<file path="config.mk">
export PLATFORM = sky130hd
export DESIGN_NAME = startup_sequencer
export DESIGN_NICKNAME = d
export VERILOG_FILES = /design/src/rtl/tpm_exec_pkg.sv /design/src/rtl/startup_stage_timer.sv /design/src/rtl/startup_sequencer.sv
export SDC_FILE = /design/constraint.sdc
export NUM_CORES = 1
export LEC_CHECK = 0
export ABC_CLOCK_PERIOD_IN_PS = 5700
export BUFFER_PORTS_ARGS = -buffer_cell sky130_fd_sc_hd__buf_4
export CORE_UTILIZATION = 25
export DETAILED_ROUTE_END_ITERATION = 16
export PLACE_DENSITY = 0.47
export RECOVER_POWER = 50
export SLEW_MARGIN = 20
export SYNTH_ARGS = -nofsm -noshare
export SYNTH_HDL_FRONTEND = slang
export SYNTH_HIERARCHICAL = 1
export SYNTH_SLANG_ARGS = --single-unit
</file>
<file path="constraint.sdc">
create_clock -name clock_i -period 5.7 [get_ports clock_i]
set_input_delay 0.57 -clock clock_i [delete_from_list [all_inputs] [get_ports clock_i]]
set_output_delay 0.57 -clock clock_i [all_outputs]
set_load 0.005 [all_outputs]
</file>
<file path="src/rtl/tpm_exec_pkg.sv">
// Shared definitions for the TPM execution engine: management op states,
// TPM2_Startup types, startup sequencer state encoding and failure codes.
package tpm_exec_pkg;

  // Management module operational states
  localparam logic [2:0] OP_POWER_OFF   = 3'd0;
  localparam logic [2:0] OP_INIT        = 3'd1;
  localparam logic [2:0] OP_STARTUP     = 3'd2;
  localparam logic [2:0] OP_OPERATIONAL = 3'd3;
  localparam logic [2:0] OP_SHUTDOWN    = 3'd4;

  // TPM2_Startup types
  localparam logic [2:0] TPM_RESET   = 3'd1;
  localparam logic [2:0] TPM_RESTART = 3'd2;
  localparam logic [2:0] TPM_RESUME  = 3'd3;

  // Failure code reported when the requested startup type is not recognised
  localparam logic [3:0] FAIL_INVALID_TYPE = 4'hF;

  // Startup sequencer states
  typedef enum logic [2:0] {
    SEQ_IDLE   = 3'd0,
    SEQ_LAUNCH = 3'd1,
    SEQ_WAIT   = 3'd2,
    SEQ_DONE   = 3'd3,
    SEQ_FAIL   = 3'd4
  } seq_state_e;

  // True for the three startup types the engine knows how to run
  function automatic logic startup_type_valid(input logic [2:0] startup_type);
    return (startup_type == TPM_RESET) ||
           (startup_type == TPM_RESTART) ||
           (startup_type == TPM_RESUME);
  endfunction

endpackage

</file>
<file path="src/rtl/startup_stage_timer.sv">
// Per-stage watchdog for the startup sequencer. Counts enabled cycles from a
// clear and flags expiry once the count reaches TIMEOUT_CYCLES-1; the count
// then holds until the next clear.
module startup_stage_timer #(
  parameter int TIMEOUT_CYCLES = 1024,
  parameter int TIMEOUT_W      = 10
) (
  input  logic clock_i,
  input  logic reset_n_i,
  input  logic clear,
  input  logic enable,
  output logic expired
);

  localparam logic [TIMEOUT_W-1:0] LAST_COUNT = TIMEOUT_W'(TIMEOUT_CYCLES - 1);

  logic [TIMEOUT_W-1:0] count;

  // Expiry is a pure decode of the count so the sequencer sees it in the
  // same cycle the limit is reached.
  assign expired = (count == LAST_COUNT);

  // Cycle counter: restart on clear, advance while enabled, saturate at the limit
  always_ff @(posedge clock_i or negedge reset_n_i) begin
    if (!reset_n_i) begin
      count <= '0;
    end else if (clear) begin
      count <= '0;
    end else if (enable && !expired) begin
      count <= count + 1'b1;
    end
  end

endmodule

</file>
<file path="src/rtl/startup_sequencer.sv">
// TPM2_Startup sequencer. Walks the startup-capable submodules (NV index,
// clock, PCR, ACT, memory) one at a time: a one-cycle start pulse plus the
// latched startup type, then a wait for that submodule's done level.
// Overall done/fail is held until the management op state leaves STARTUP.
// Build option: define STARTUP_TIMEOUT_EN to add a per-stage watchdog that
// fails the sequence with {1'b1, stage} when a submodule never finishes.
module startup_sequencer
  import tpm_exec_pkg::*;
#(
  parameter int NUM_SUBS       = 5,
  parameter int TIMEOUT_CYCLES = 1024,
  parameter int TIMEOUT_W      = 10
) (
  input  logic                clock_i,
  input  logic                reset_n_i,
  input  logic [2:0]          op_state_i,
  input  logic [2:0]          startup_type_i,
  input  logic                start_i,
  input  logic [NUM_SUBS-1:0] sub_done_i,
  output logic [NUM_SUBS-1:0] sub_start_o,
  output logic [2:0]          sub_type_o,
  output logic                seq_busy_o,
  output logic                seq_done_o,
  output logic                seq_fail_o,
  output logic [3:0]          fail_code_o,
  output logic [2:0]          stage_o
);

  // Stage index is a 3-bit field (also embedded in fail_code), and the
  // watchdog counter must be able to reach its limit.
  if (NUM_SUBS < 1 || NUM_SUBS > 8 || TIMEOUT_CYCLES < 2 ||
      (2 ** TIMEOUT_W) < TIMEOUT_CYCLES) begin : g_param_check
    $error("startup_sequencer: unsupported NUM_SUBS/TIMEOUT_CYCLES/TIMEOUT_W");
  end

  localparam logic [2:0] LAST_STAGE = 3'(NUM_SUBS - 1);

  seq_state_e state_q, state_d;
  logic [2:0] stage_q, stage_d;
  logic [2:0] type_q, type_d;
  logic [3:0] fail_code_q, fail_code_d;

  logic [NUM_SUBS-1:0] sub_start_q, sub_start_d;
  logic                busy_q, busy_d;
  logic                done_q, done_d;
  logic                fail_q, fail_d;

  logic in_startup;
  logic stage_done;
  logic timer_expired;

  assign in_startup = (op_state_i == OP_STARTUP);
  // Only the current stage's done level matters; the others are ignored.
  assign stage_done = sub_done_i[stage_q];

`ifdef STARTUP_TIMEOUT_EN
  // Watchdog runs only while waiting; LAUNCH (and every other state) clears it.
  startup_stage_timer #(
    .TIMEOUT_CYCLES (TIMEOUT_CYCLES),
    .TIMEOUT_W      (TIMEOUT_W)
  ) u_stage_timer (
    .clock_i   (clock_i),
    .reset_n_i (reset_n_i),
    .clear     (state_q != SEQ_WAIT),
    .enable    (state_q == SEQ_WAIT),
    .expired   (timer_expired)
  );
`else
  assign timer_expired = 1'b0;
`endif

  // State register together with the registered copies of every output
  always_ff @(posedge clock_i or negedge reset_n_i) begin
    if (!reset_n_i) begin
      state_q     <= SEQ_IDLE;
      stage_q     <= '0;
      type_q      <= '0;
      fail_code_q <= '0;
      sub_start_q <= '0;
      busy_q      <= 1'b0;
      done_q      <= 1'b0;
      fail_q      <= 1'b0;
    end else begin
      // NOTE: non-blocking assignments here so every flop samples the
      // pre-edge values computed by the combinational blocks.
      state_q     <= state_d;
      stage_q     <= stage_d;
      type_q      <= type_d;
      fail_code_q <= fail_code_d;
      sub_start_q <= sub_start_d;
      busy_q      <= busy_d;
      done_q      <= done_d;
      fail_q      <= fail_d;
    end
  end

  // Next-state logic: stage progression, abort, watchdog and status capture
  always_comb begin
    // NOTE: hold-by-default assignments first so no path leaves a variable
    // unassigned, which would infer a latch.
    state_d     = state_q;
    stage_d     = stage_q;
    type_d      = type_q;
    fail_code_d = fail_code_q;

    unique case (state_q)
      SEQ_IDLE: begin
        if (in_startup && start_i) begin
          if (startup_type_valid(startup_type_i)) begin
            type_d  = startup_type_i;
            stage_d = '0;
            state_d = SEQ_LAUNCH;
          end else begin
            fail_code_d = FAIL_INVALID_TYPE;
            state_d     = SEQ_FAIL;
          end
        end
      end

      // Single pulse cycle; the previous done level may still be stale here.
      SEQ_LAUNCH: begin
        state_d = in_startup ? SEQ_WAIT : SEQ_IDLE;
      end

      // A done in the expiry cycle still counts as success.
      SEQ_WAIT: begin
        if (!in_startup) begin
          state_d = SEQ_IDLE;
        end else if (stage_done) begin
          if (stage_q == LAST_STAGE) begin
            state_d = SEQ_DONE;
          end else begin
            stage_d = stage_q + 3'd1;
            state_d = SEQ_LAUNCH;
          end
        end else if (timer_expired) begin
          fail_code_d = {1'b1, stage_q};
          state_d     = SEQ_FAIL;
        end
      end

      SEQ_DONE, SEQ_FAIL: begin
        if (!in_startup) begin
          state_d = SEQ_IDLE;
        end
      end

      default: state_d = SEQ_IDLE;
    endcase

    // Whatever the route back to IDLE, the reported context is wiped.
    if (state_d == SEQ_IDLE) begin
      stage_d     = '0;
      type_d      = '0;
      fail_code_d = '0;
    end
  end

  // Output decode from the next state so the registered outputs line up with it
  always_comb begin
    sub_start_d = '0;
    if (state_d == SEQ_LAUNCH) begin
      sub_start_d = NUM_SUBS'(1) << stage_d;
    end
    busy_d = (state_d == SEQ_LAUNCH) || (state_d == SEQ_WAIT);
    done_d = (state_d == SEQ_DONE);
    fail_d = (state_d == SEQ_FAIL);
  end

  assign sub_start_o = sub_start_q;
  assign sub_type_o  = type_q;
  assign seq_busy_o  = busy_q;
  assign seq_done_o  = done_q;
  assign seq_fail_o  = fail_q;
  assign fail_code_o = fail_code_q;
  assign stage_o     = stage_q;

endmodule

</file>
After elaboration in Yosys (flattened, before gate mapping). Cells that the tools add are included. W data, S select, Z words.

Bits in registers: 21. Output and inout bits: 18. Word-level logic and storage cells: 63.

Add/subtract/negate cells: 1. Magnitude comparators: 1. Equal/unequal tests: 14. Shift-type cells: 1. Multiplexer cells: 26. Reduce and logical (&&, ||, !) cells: 12.

Operators with widths (number): $mux W3 (15); $eq A3 B2 Y1 const B (7); $mux W4 (4); $pmux W3 S4 (1); $eq A3 B1 Y1 const B (3); $eq A3 B3 Y1 const B (3); $logic_not A3 Y1 (2); $pmux W3 S2 (1); $reduce_and A3 Y1 (2); $reduce_bool A2 Y1 (3); $mux W5 (1); $shl A1 B3 Y5 const A (1); $lt A3 B4 Y1 const B (1); $mux W2 (2); $add A3 B1 Y3 const B (1); $bmux W1 S3 (1); $logic_or A1 B1 Y1 (3); $ne A2 B1 Y1 const B (1); $reduce_or A2 Y1 (1); $logic_and A1 B1 Y1 (1); $mux W1 (1).

Longest topological paths before layout.
Depth after elaboration: 10. Gate-level depth with buffers: 8. Depth with buffers taken out: 7.

Worst setup path after synthesis. OpenSTA, ideal clock, no wires.

Path type: register to register. Start point: reg stage_q[0], in the netlist stage_o[0]. End point: reg sub_start_q[1], in the netlist sub_start_o[1]. Setup time: 0.086 ns. Arrival time: 2.266 ns. Data required time: 5.614 ns. Path slack: 3.348 ns. Stages on the path, launching flop included: 9. Path buffers: 1. Clock period less this slack: 2.352 ns. Cells stage by stage: dfrtp_1 buf_6 inv_1 ha_1 or4b_1 or4_1 a32oi_2 nand4_2 nor3_1.

Word-level cells in the longest chain between the ends: 9. Elaborated cells on any way between the ends: 19. Those cells by class: add/sub (1); eq/ne (2); shift (1); mux (14); reduce/logical (1).

Ends and longest elaborated chain: start, declared (RTL line startup_sequencer.sv:39) `logic [2:0] stage_q, stage_d;`; start signal, assigned (RTL line startup_sequencer.sv:87) `stage_q <= stage_d;`; $bmux W1 S3 / $eq A3 B3 Y1 (equally long branches) (RTL line startup_sequencer.sv:54, startup_sequencer.sv:130); $mux W1 (not written as such) / $mux W2 (equally long branches) (RTL line startup_sequencer.sv:54, startup_sequencer.sv:130); $mux W3 (RTL line startup_sequencer.sv:129) `end else if (stage_done) begin`; $mux W3 (RTL line startup_sequencer.sv:127) `if (!in_startup) begin`; $pmux W3 S4 (RTL line startup_sequencer.sv:106) `unique case (state_q)`; $logic_not A3 Y1 (RTL line startup_sequencer.sv:152) `if (state_d == SEQ_IDLE) begin`; $mux W3 (RTL line startup_sequencer.sv:152); $shl A1 B3 Y5 (RTL line startup_sequencer.sv:163) `sub_start_d = NUM_SUBS'(1) << stage_d;`; $mux W5 (*) (RTL line startup_sequencer.sv:162) `if (state_d == SEQ_LAUNCH) begin`; net sub_start_d[1] (RTL line startup_sequencer.sv:43) `logic [NUM_SUBS-1:0] sub_start_q, sub_start_d;`; end signal, assigned (RTL line startup_sequencer.sv:90) `sub_start_q <= sub_start_d;`; end, declared (RTL line startup_sequencer.sv:43).

The timed path passes the listed nets; every way through them passes the cells marked *. The select of a mux whose other input is x is not followed. A chain may end at the register's enable or synchronous reset.

Worst setup path in the final report. Same ends and word-level chain as after synthesis.

==> flow_summary.json <==
{
  "cp.arrival_ns": 2.79,
  "clock_sinks": 18,
  "grt_pass1_wl_mm": 3.68,
  "r2r-start": "stage_o[0]",
  "setup_ws_ns": 3.07,
  "setup_viol": 0,
  "cp_slowest_cell": "dfrtp_1",
  "ios": 32,
  "p_per_area_mw_per_mm2": 197,
  "finalCritPeriodShare_pct": 46.1,
  "drive_above_1_share_pct": 37.6,
  "r2r-end": "sub_start_o[1]",
  "drt_iter0_drc": 20,
  "antenna_found_initial": 0,
  "critPathLaunchType": "register",
  "netSwitchingFraction_pct": 19.7,
  "clk_pin_slew_worst_paths_ns": 0.07,
  "power_frac_clock_pct": 40.2,
  "initial_core_util_pct": 26.0,
  "cts_resized": 0,
  "netlist_area_um2": 951,
  "die_area_mm2": 0.00405,
  "vias": 765,
  "grt.total_usage_pct": 11.5,
  "critPathRequiredTime_ns": 5.87,
  "synth_nets": 102,
  "rrSetupSlack_ns": 3.07,
  "rsz0062_at_grt": "no",
  "clk-insertion-delay-late_ns": 0.25,
  "timing.final.crit_period_ns": 2.63,
  "power.leakage_nw": 0.572,
  "gp_congestion": 0.797,
  "area.growth.synth_to_final_pct": 32.6,
  "fmax_mhz": 380,
  "critPathKind": "register to register",
  "stdcell_area_mm2": 0.00126,
  "hpwlAfterDp_mm": 1.70,
  "crit_path_cell_trace": "inv_1 -> ha_1 -> or4b_1 -> or4_1 -> a32oi_2 -> nand4_2 -> nor3_1",
  "n_antenna_cell": 0,
  "postCtsSetupRepairBufs": 0,
  "p_sw_uw": 49.1,
  "postRouteAntennaNets": 0,
  "grt_max_degree": 19,
  "finalClockSkew_ns": 0.00486,
  "mostFrequentLayoutCells": "buf_4, dfrtp_1, nor2_1, clkbuf_4",
  "post-place-ws_ns": 3.05,
  "fin_tns_setup_ns": 0,
  "io_buffers": 31,
  "status": "finished clean",
  "cpPeakStageDelay_ns": 0.55,
  "drc": 0,
  "place_area_mm2": 0.00121,
  "end_kind": "register",
  "cts_buffer_depth": 2,
  "fill_cells": 359,
  "tightest_slew_ns": 0.927,
  "synth.avg_cell_area_um2": 11.1,
  "slew-limit-headroom_pct": 38.2,
  "crit_buf_inv": 1,
  "fp.dieW_um": 63.7,
  "grt_pass1_vias": 798,
  "p_int_uw": 200,
  "root_buffer": "clkbuf_8",
  "finalMaxSlewViolations": 0,
  "wirelength_mm": 2.12,
  "seq_power_share_pct": 51.8,
  "cp_max_fo": 10,
  "crit_family": "simple AND/OR/NAND/NOR gates",
  "fin_nets": 134,
  "synthCells": 86,
  "ys_ff_latch": 18,
  "die_h_um": 63.7,
  "overflow": 0,
  "ys_seq_area_share_pct": 47.4,
  "drtPass1Iterations": 4,
  "post_drt_via_cell_ratio": 4.64,
  "ir_worst_vdd_uv": 197,
  "yosysUniqueCellTypes": 37,
  "cts_hold_buf": 0,
  "cts_tree": "done",
  "htreeDepth": 1,
  "drv_cap": 0,
  "wl_per_cell_um": 12.9,
  "core-area_mm2": 0.00366,
  "yosysWarnings": 6,
  "hp-class": "primary input to asynchronous set/reset pin",
  "core.rowCount": 22,
  "final_common_cell": "buf_4",
  "reg2regPathDepth": 7,
  "finalHoldViolCount": 0,
  "comb_power_share_pct": 7.9,
  "numCtsBuffers": 3
}
==> area by class of cell <==
type                       instances  area, um2  share of cell area, %
multi-input combinational         57        440                   34.9
clock buffer                       4       55.1                   4.37
inverter                           7       26.3                   2.08
timing repair buffer              31        229                   18.2
tap                               48       60.1                   4.76
sequential                        18        450                   35.7
==> metrics by stage <==
stage          total power [mW]  hold slack [ns]  instances  utilization, %
2_1_floorplan             0.139            0.274         86               -
3_3_place_gp              0.151            0.445        161            33.0
6_report                  0.249            0.434        165            34.4
4_1_cts                   0.253            0.178        165            34.6
3_5_place_dp              0.152            0.449        161            33.0
5_1_grt                   0.261            0.529        165            34.4
==> logic make-up (layout without fill, tap and decap cells) <==
kind of cell | after synthesis | after routing | synth area share (%)
and+or+nand+nor | 35 | 35 | 22.0
adders and majority gates | 2 | 2 | 2.63
AOI/OAI and AO/OA | 13 | 13 | 12.8
muxes | 7 | 7 | 8.95
buffers and inverters | 11 | 42 | 6.31
DFF | 18 | 18 | 47.4
==> synthesized netlist by cell type <==
cell type	count	share of area, %
o221ai_1	1	0.92
mux2_2	2	2.4
o32a_1	1	1.1
mux2i_1	4	4.2
a31oi_1	2	1.3
or4b_1	1	1.1
a21boi_1	1	0.79
a32oi_1	1	0.92
nand2_1	1	0.39
clkinv_1	1	0.39
and2_1	3	2.0
nor3_2	1	1.1
a21oi_1	1	0.53
nor2_1	11	4.3
nor4_1	1	0.66
or4_1	2	1.6
o21bai_1	1	0.79
o32ai_2	1	1.7
inv_1	5	2.0
nand4_2	1	1.3
mux4_2	1	2.4
buf_4	3	2.4
nor4b_1	1	0.92
o221a_2	1	1.2
inv_2	1	0.39
a22oi_1	1	0.79
a32oi_2	1	1.7
dfrtp_1	18	47
ha_1	2	2.6
or3b_1	2	1.8
nand3_1	3	1.6
nand4bb_1	1	1.2
nor3_1	5	2.6
or2_1	1	0.66
nor3b_1	1	0.79
o21ba_2	1	1.1
buf_6	1	1.2
==> sequential cells by signal, summed over array words and instances (netlist names) <==
name         count
seq_busy_o       1
fail_code_o      1
state_q          3
seq_fail_o       1
stage_o          3
sub_type_o       3
sub_start_o      5
seq_done_o       1
==> power by group through the flow <==
stage                     combinational [mW]  clock [mW]  sequential (mW)
after floorplan                      0.00769           0            0.131
after global placement                0.0199           0            0.131
after detailed placement              0.0203           0            0.131
after CTS                             0.0204       0.104            0.129
after global routing                  0.0218       0.110            0.129
final                                 0.0197       0.100            0.129
==> layer usage <==
layer / global-route usage (%) / wire, um
met4: 4.26 / 21
met3: 1.63 / 79
met5: 0 / 0
met1: 15.5 / 1020
met2: 18.4 / 999
==> worst max path at each step <==
stage | from | end | slack, ns | cells after the start
6_report | stage_o[0] | sub_start_o[1] | 3.07 | 7
5_1_grt | stage_o[0] | sub_start_o[2] | 2.86 | 7
4_1_cts | stage_o[0] | sub_start_o[1] | 3.07 | 7
3_5_place_dp | op_state_i[0] | sub_start_o[1] | 3.05 | 6
3_3_place_gp | op_state_i[0] | sub_start_o[2] | 3.17 | 6
2_1_floorplan | stage_o[0] | sub_start_o[1] | 3.35 | 8
(Power assumes the default switching activity.)
